## src/rtl/umips_mem_arbiter_if.sv

```systemverilog
// Bus bundle between the umips pipeline ports (IF fetch, MEM load/store) and the
// shared single-port memory, as seen by umips_mem_arbiter.
interface umips_mem_arbiter_if #(
    parameter int ADDR_W = 32,
    parameter int DATA_W = 32
);
    logic              if_req;
    logic [ADDR_W-1:0] if_addr;
    logic [DATA_W-1:0] if_rdata;
    logic              if_ready;
    logic              if_stall;

    logic              dm_req;
    logic              dm_we;
    logic [ADDR_W-1:0] dm_addr;
    logic [DATA_W-1:0] dm_wdata;
    logic [DATA_W-1:0] dm_rdata;
    logic              dm_ready;
    logic              dm_stall;

    logic              mem_en;
    logic              mem_we;
    logic [ADDR_W-1:0] mem_addr;
    logic [DATA_W-1:0] mem_wdata;
    logic [DATA_W-1:0] mem_rdata;

    // Arbiter side.
    modport slave (
        input  if_req, if_addr,
        output if_rdata, if_ready, if_stall,
        input  dm_req, dm_we, dm_addr, dm_wdata,
        output dm_rdata, dm_ready, dm_stall,
        output mem_en, mem_we, mem_addr, mem_wdata,
        input  mem_rdata
    );

    // Pipeline ports plus memory, driving requests and read data.
    modport master (
        output if_req, if_addr,
        input  if_rdata, if_ready, if_stall,
        output dm_req, dm_we, dm_addr, dm_wdata,
        input  dm_rdata, dm_ready, dm_stall,
        input  mem_en, mem_we, mem_addr, mem_wdata,
        output mem_rdata
    );
endinterface

```

## src/rtl/umips_mem_arbiter.sv

```systemverilog
// Shares one single-port memory between the IF fetch port and the MEM load/store port
// through an IDLE/ISSUE/WAIT/DONE sequence. Define ARB_PERF_CNT_EN for stall-cycle counters.
module umips_mem_arbiter #(
    parameter int ADDR_W  = 32,
    parameter int DATA_W  = 32,
    parameter int MEM_LAT = 1
) (
    input  logic               clk,
    input  logic               reset,
`ifdef ARB_PERF_CNT_EN
    umips_mem_arbiter_if.slave bus,
    output logic [31:0]        perf_if_wait,
    output logic [31:0]        perf_dm_wait
`else
    umips_mem_arbiter_if.slave bus
`endif
);

    localparam int               CNT_W    = (MEM_LAT > 1) ? $clog2(MEM_LAT) : 1;
    localparam logic [CNT_W-1:0] LAT_LOAD = CNT_W'(MEM_LAT - 1);

    typedef enum logic [1:0] {
        IDLE,
        ISSUE,
        WAIT,
        DONE
    } state_t;

    state_t            state_q;
    state_t            state_d;

    logic              grant_go;
    logic              grant_dm;
    logic              capture;

    logic              gnt_dm_q;
    logic              last_gnt_dm_q;
    logic [CNT_W-1:0]  wait_cnt_q;

    logic              mem_en_q;
    logic              mem_we_q;
    logic [ADDR_W-1:0] mem_addr_q;
    logic [DATA_W-1:0] mem_wdata_q;

    logic [DATA_W-1:0] if_rdata_q;
    logic [DATA_W-1:0] dm_rdata_q;
    logic              if_ready_q;
    logic              dm_ready_q;

    logic              if_stall;
    logic              dm_stall;

    always_ff @(posedge clk) begin
        if (reset) begin
            state_q <= IDLE;
        end else begin
            state_q <= state_d;
        end
    end

    always_comb begin
        state_d  = state_q;
        grant_go = 1'b0;
        grant_dm = 1'b0;
        capture  = 1'b0;
        case (state_q)
            IDLE: begin
                if (bus.if_req || bus.dm_req) begin
                    grant_go = 1'b1;
                    // On a tie the port that lost last time wins, so fetch cannot starve.
                    grant_dm = bus.dm_req && (!bus.if_req || !last_gnt_dm_q);
                    state_d  = ISSUE;
                end
            end
            ISSUE: begin
                state_d = WAIT;
            end
            WAIT: begin
                if (wait_cnt_q == '0) begin
                    capture = 1'b1;
                    state_d = DONE;
                end
            end
            DONE: begin
                state_d = IDLE;
            end
            default: begin
                state_d = IDLE;
            end
        endcase
    end

    // Issue stage: latch the granted port's request; mem_en is high only during ISSUE.
    always_ff @(posedge clk) begin
        if (reset) begin
            gnt_dm_q    <= 1'b0;
            mem_en_q    <= 1'b0;
            mem_we_q    <= 1'b0;
            mem_addr_q  <= '0;
            mem_wdata_q <= '0;
        end else begin
            mem_en_q <= grant_go;
            mem_we_q <= grant_go && grant_dm && bus.dm_we;
            if (grant_go) begin
                gnt_dm_q    <= grant_dm;
                mem_addr_q  <= grant_dm ? bus.dm_addr : bus.if_addr;
                mem_wdata_q <= grant_dm ? bus.dm_wdata : '0;
            end
        end
    end

    // Wait stage: count down the memory latency.
    always_ff @(posedge clk) begin
        if (reset) begin
            wait_cnt_q <= '0;
        end else if (state_q == ISSUE) begin
            wait_cnt_q <= LAT_LOAD;
        end else if (state_q == WAIT && wait_cnt_q != '0) begin
            wait_cnt_q <= wait_cnt_q - CNT_W'(1);
        end
    end

    // Done stage: read data lands in the granted port's register; ready pulses for DONE only.
    always_ff @(posedge clk) begin
        if (reset) begin
            if_rdata_q    <= '0;
            dm_rdata_q    <= '0;
            if_ready_q    <= 1'b0;
            dm_ready_q    <= 1'b0;
            last_gnt_dm_q <= 1'b0;
        end else begin
            if_ready_q <= capture && !gnt_dm_q;
            dm_ready_q <= capture && gnt_dm_q;
            if (capture) begin
                if (gnt_dm_q) begin
                    dm_rdata_q <= bus.mem_rdata;
                end else begin
                    if_rdata_q <= bus.mem_rdata;
                end
            end
            if (state_q == DONE) begin
                last_gnt_dm_q <= gnt_dm_q;
            end
        end
    end

    assign if_stall = bus.if_req && !if_ready_q;
    assign dm_stall = bus.dm_req && !dm_ready_q;

`ifdef ARB_PERF_CNT_EN
    function automatic logic [31:0] sat_inc(input logic [31:0] v);
        return (v == 32'hFFFF_FFFF) ? v : v + 32'd1;
    endfunction

    always_ff @(posedge clk) begin
        if (reset) begin
            perf_if_wait <= '0;
            perf_dm_wait <= '0;
        end else begin
            if (if_stall) begin
                perf_if_wait <= sat_inc(perf_if_wait);
            end
            if (dm_stall) begin
                perf_dm_wait <= sat_inc(perf_dm_wait);
            end
        end
    end
`endif

    assign bus.mem_en    = mem_en_q;
    assign bus.mem_we    = mem_we_q;
    assign bus.mem_addr  = mem_addr_q;
    assign bus.mem_wdata = mem_wdata_q;
    assign bus.if_rdata  = if_rdata_q;
    assign bus.if_ready  = if_ready_q;
    assign bus.if_stall  = if_stall;
    assign bus.dm_rdata  = dm_rdata_q;
    assign bus.dm_ready  = dm_ready_q;
    assign bus.dm_stall  = dm_stall;

endmodule
```

## src/flat_wrapper.sv

```systemverilog
// flat-port wrapper written by rule: the top's interface ports become plain ports
module umips_mem_arbiter_flat 
#(
    parameter int ADDR_W  = 32,
    parameter int DATA_W  = 32,
    parameter int MEM_LAT = 1
)
  (clk, reset, bus_if_req, bus_if_addr, bus_if_rdata, bus_if_ready, bus_if_stall, bus_dm_req, bus_dm_we, bus_dm_addr, bus_dm_wdata, bus_dm_rdata, bus_dm_ready, bus_dm_stall, bus_mem_en, bus_mem_we, bus_mem_addr, bus_mem_wdata, bus_mem_rdata);
  umips_mem_arbiter_if #(.ADDR_W(ADDR_W), .DATA_W(DATA_W)) bus_i ();
  input  logic clk;
  input  logic reset;
  input wire logic [$bits(bus_i.if_req)-1:0] bus_if_req;
  input wire logic [$bits(bus_i.if_addr)-1:0] bus_if_addr;
  output wire logic [$bits(bus_i.if_rdata)-1:0] bus_if_rdata;
  output wire logic [$bits(bus_i.if_ready)-1:0] bus_if_ready;
  output wire logic [$bits(bus_i.if_stall)-1:0] bus_if_stall;
  input wire logic [$bits(bus_i.dm_req)-1:0] bus_dm_req;
  input wire logic [$bits(bus_i.dm_we)-1:0] bus_dm_we;
  input wire logic [$bits(bus_i.dm_addr)-1:0] bus_dm_addr;
  input wire logic [$bits(bus_i.dm_wdata)-1:0] bus_dm_wdata;
  output wire logic [$bits(bus_i.dm_rdata)-1:0] bus_dm_rdata;
  output wire logic [$bits(bus_i.dm_ready)-1:0] bus_dm_ready;
  output wire logic [$bits(bus_i.dm_stall)-1:0] bus_dm_stall;
  output wire logic [$bits(bus_i.mem_en)-1:0] bus_mem_en;
  output wire logic [$bits(bus_i.mem_we)-1:0] bus_mem_we;
  output wire logic [$bits(bus_i.mem_addr)-1:0] bus_mem_addr;
  output wire logic [$bits(bus_i.mem_wdata)-1:0] bus_mem_wdata;
  input wire logic [$bits(bus_i.mem_rdata)-1:0] bus_mem_rdata;
  assign bus_i.if_req = bus_if_req;
  assign bus_i.if_addr = bus_if_addr;
  assign bus_if_rdata = bus_i.if_rdata;
  assign bus_if_ready = bus_i.if_ready;
  assign bus_if_stall = bus_i.if_stall;
  assign bus_i.dm_req = bus_dm_req;
  assign bus_i.dm_we = bus_dm_we;
  assign bus_i.dm_addr = bus_dm_addr;
  assign bus_i.dm_wdata = bus_dm_wdata;
  assign bus_dm_rdata = bus_i.dm_rdata;
  assign bus_dm_ready = bus_i.dm_ready;
  assign bus_dm_stall = bus_i.dm_stall;
  assign bus_mem_en = bus_i.mem_en;
  assign bus_mem_we = bus_i.mem_we;
  assign bus_mem_addr = bus_i.mem_addr;
  assign bus_mem_wdata = bus_i.mem_wdata;
  assign bus_i.mem_rdata = bus_mem_rdata;
  umips_mem_arbiter #(.ADDR_W(ADDR_W), .DATA_W(DATA_W), .MEM_LAT(MEM_LAT)) u_core (.clk(clk), .reset(reset), .bus(bus_i));
endmodule
```

## config.mk

```make
export PLATFORM = sky130hd
export DESIGN_NAME = umips_mem_arbiter_flat
export DESIGN_NICKNAME = d
export VERILOG_FILES = /design/src/rtl/umips_mem_arbiter_if.sv /design/src/rtl/umips_mem_arbiter.sv /design/src/flat_wrapper.sv
export SDC_FILE = /design/constraint.sdc
export NUM_CORES = 1
export LEC_CHECK = 0
export CAP_MARGIN = 10
export CORE_ASPECT_RATIO = 1.75
export CORE_UTILIZATION = 40
export DETAILED_ROUTE_END_ITERATION = 16
export GPL_ROUTABILITY_DRIVEN = 0
export MAX_ROUTING_LAYER = met4
export PLACE_DENSITY = 0.9
export SLEW_MARGIN = 20
export SYNTH_ARGS = -nofsm -noshare
export SYNTH_HDL_FRONTEND = slang
export SYNTH_SLANG_ARGS = --single-unit
export TNS_END_PERCENT = 10
```

## constraint.sdc

```tcl
create_clock -name clk -period 1.7 [get_ports clk]
set_input_delay 0.34 -clock clk [delete_from_list [all_inputs] [get_ports clk]]
set_output_delay 0.34 -clock clk [all_outputs]
set_load 0.01 [all_outputs]
```

==> results.yml, run 1 <==
worst_setup_path:
  r2r_cells: 6
  critPathArrivalTime_ps: 1310
  path_cells: "clkdlybuf4s50_1"
  r2r-end: "u_core.bus.mem_addr[9]"
  cp-endpoint: "bus_dm_ready"
  cp-end-kind: "output pin"
  cp.depth: 1
  rrSetupSlack_ps: 100
  crit_start: "u_core.bus.dm_ready"
  slowest_delay_ps: 550
  path_buf_inv: 1
  cp_max_fo: 2
  critPathLaunchType: "register"
  critPathTopFamily: "buffers and inverters"
  slowest_stage: "clkdlybuf4s50_1"
  r2r_start: "u_core.state_q[1]"
  crit_type: "register to output pin"
  required_ps: 1360
synth:
  synth.distinct_cells: 29
  synth_ff_type: "dfxtp_1"
  syn_area_per_cell_um2: 9.17
  synth-seq-cells: 137
  synthArstFlopShare_pct: 0
  syn_inst: 576
  synth_edf_count: 0
  ys_warn_count: 0
  netlist_top_cells_area: "dfxtp_1, a21oi_1, nand2_1, a2111o_1, o211a_1"
  ys_seq_area_share_pct: 51.9
  synth_top_area_share_pct: 51.9
  synth_top_area_cell: "dfxtp_1"
  syn_nets: 714
  netlist_area_um2: 5280
routing:
  drt_pass1_iterations: 4
  vias: 5220
  wl_per_cell_um: 16.7
  drc_errors: 0
  first_iter_violations: 161
  vias_per_cell: 5.14
  ant_nets: 0
  wirelength_um: 16900
min_path:
  hp-class: "input pin to register"
  hold_path_depth: 3
timing:
  finalHoldWorstSlack_ps: 349
  min_period_ps: 1650
  finalCritPeriodShare_pct: 97.3
  final.setup_skew_ps: 10.4
  worst-slew-pin-transition_ps: 432
  totalNegativeSetupSlack_ps: 0
  fin_ws_ps: 45.4
  maxSlewHeadroom_pct: 71.2
  hold_viol: 0
  rsz0062_at_grt: "no"
  max_freq_mhz: 604
  finalSetupViolCount: 0
  maxSlewViolCount: 0
clock_network:
  htreeDepth: 4
  cts_hold_buf: 0
  clkSlewWorstSetupHoldPaths_ps: 60
  clockBufferDepth: 2
  cts_root_buffer: "clkbuf_16"
  cts.sinks: 137
  cts_tree: "done"
  cts_buffers: 17
  clk_latency_ps: 410
place:
  io_buffers: 266
  dp_hpwl_um: 12100
  dp_worst_setup_slack_ps: -343
run:
  maxCapViolations: 0
floorplanning:
  initial_core_util_pct: 40.8
  top_level_ports: 267
  die_x_um: 88.9
  die_y_um: 154
  rows: 55
  coreArea_um2: 12900
  floorplan.die_area_um2: 13700
power:
  leakagePower_nw: 3.59
  ir_drop_v: 0.000772
  powerDensity_nw_per_um2: 1340
global_routing:
  antenna_found_initial: 1
  grt_first_pass_wirelength_um: 25300
  grt_usage_pct: 25.0
  grt_max_degree: 64
  grt_overflow: 0
  grt_pass1_vias: 5232
finish:
  drive_above_1_share_pct: 7.35
  fill_cells: 974
  finalNetCount: 968
  syn2layout_area_growth_pct: 66.8
run_status:
  status: "finished clean"
[flip-flops by register name, indices dropped and copies added, names as in the netlist]
signal,cells
u_core.bus.dm_ready,1
u_core.bus.if_rdata,32
u_core.bus.mem_en,1
u_core.last_gnt_dm_q,1
u_core.bus.mem_addr,32
u_core.bus.dm_rdata,32
u_core.wait_cnt_q,1
u_core.bus.mem_wdata,32
u_core.bus.if_ready,1
u_core.bus.mem_we,1
u_core.gnt_dm_q,1
u_core.state_q,2
[stage by stage]
step	cells	util, %	total power (W)	cell area [um2]
after floorplan	576	-	0.00618	5280
after global placement	982	63.5	0.00827	8220
after detailed placement	982	63.5	0.00839	8220
after CTS	1014	67.9	0.0119	8780
after global routing	1015	68.1	0.0124	8810
final	1015	68.1	0.0118	8810
[final cells by class]
class | instances | area [um2] | share of cell area, %
Antenna cell | 1 | 2.50 | 0.0284
Clock buffer | 18 | 439 | 4.99
Sequential cell | 137 | 2740 | 31.1
Timing Repair Buffer | 288 | 2970 | 33.7
Multi-Input combinational cell | 351 | 2180 | 24.8
Inverter | 35 | 131 | 1.49
Tap cell | 171 | 214 | 2.43
Clock inverter | 14 | 126 | 1.43
[layout by cell type, fill, tap and decap left out, drive strengths merged, types with 9 or more instances in the layout]
| master | synthesis | final |
|---|---|---|
| buf | 25 | 23 |
| clkbuf | 28 | 18 |
| a2111o | 32 | 32 |
| dlymetal6s2s | 0 | 9 |
| a21oi | 96 | 96 |
| dfxtp | 137 | 137 |
| clkdlybuf4s50 | 0 | 251 |
| inv | 35 | 43 |
| o211a | 32 | 32 |
| nand2 | 129 | 129 |
| a22o | 33 | 33 |
[cell families (layout without fill, tap and decap cells)]
logic type,after synthesis,count (layout),synth area share (%)
AOI/OAI and AO/OA,197,197,28.1
muxes,2,2,0.379
and+or+nand+nor,147,147,11.5
DFF,137,137,51.9
buffers and inverters,88,355,6.97
adders and majority gates,5,5,1.18
other,0,1,0
[layer usage]
| layer | GRT usage [%] | vias to the layer above | wire length (um) |
|---|---|---|---|
| met1 | 23.3 | 2393 | 5950 |
| li1 | - | 2521 | - |
| met5 | - | - | 0 |
| met4 | 17.6 | 0 | 1060 |
| met3 | 4.67 | 74 | 791 |
| met2 | 44.4 | 232 | 9110 |
[worst min-delay path by stage]
stage                                        from                      end  slack [ps]
after floorplan                         bus_dm_we        u_core.bus.mem_we         460
after global placement    u_core.bus.dm_rdata[17]  u_core.bus.dm_rdata[17]         440
after detailed placement  u_core.bus.dm_rdata[12]  u_core.bus.dm_rdata[12]         450
after CTS                                   reset          u_core.gnt_dm_q         330
after global routing                        reset          u_core.gnt_dm_q         340
final                                       reset          u_core.gnt_dm_q         350
[cells in the mapped netlist (2+ instances only)]
master	count
clkbuf_1	28
nor2_1	4
a2111o_1	32
buf_4	3
a211oi_1	2
nand2_1	128
buf_2	21
inv_1	35
o211a_1	32
a22o_1	33
mux2i_1	2
dfxtp_1	137
nor2b_1	3
nand2b_1	2
ha_1	5
a21oi_1	96
[repair_timing]
item / CTS / global route
setup endpoints to repair: 3 / 64
setup buffers: 0 / 0
resized for setup: 7 / 10
[report_power, final]
part | leakage [nW] | switching (W) | internal (W) | total (W)
sequential | 1.12 | 0.000348 | 0.00384 | 0.00419
clock | 0.270 | 0.00155 | 0.00197 | 0.00351
combinational | 2.20 | 0.00195 | 0.00216 | 0.00411
total | 3.59 | 0.00385 | 0.00796 | 0.0118
No activity file was read; power rests on OpenSTA's default activity.
==> run 2: changes to the inputs <==
--- a/config.mk
+++ b/config.mk
@@ -5,6 +5,7 @@
 export SDC_FILE = /design/constraint.sdc
 export NUM_CORES = 1
 export LEC_CHECK = 0
+export ABC_CLOCK_PERIOD_IN_PS = 1700
 export CAP_MARGIN = 10
 export CORE_ASPECT_RATIO = 1.75
 export CORE_UTILIZATION = 40
==> results of run 2 <==
Same layout as run 1: the final DEF is identical, and so are final timing and power.
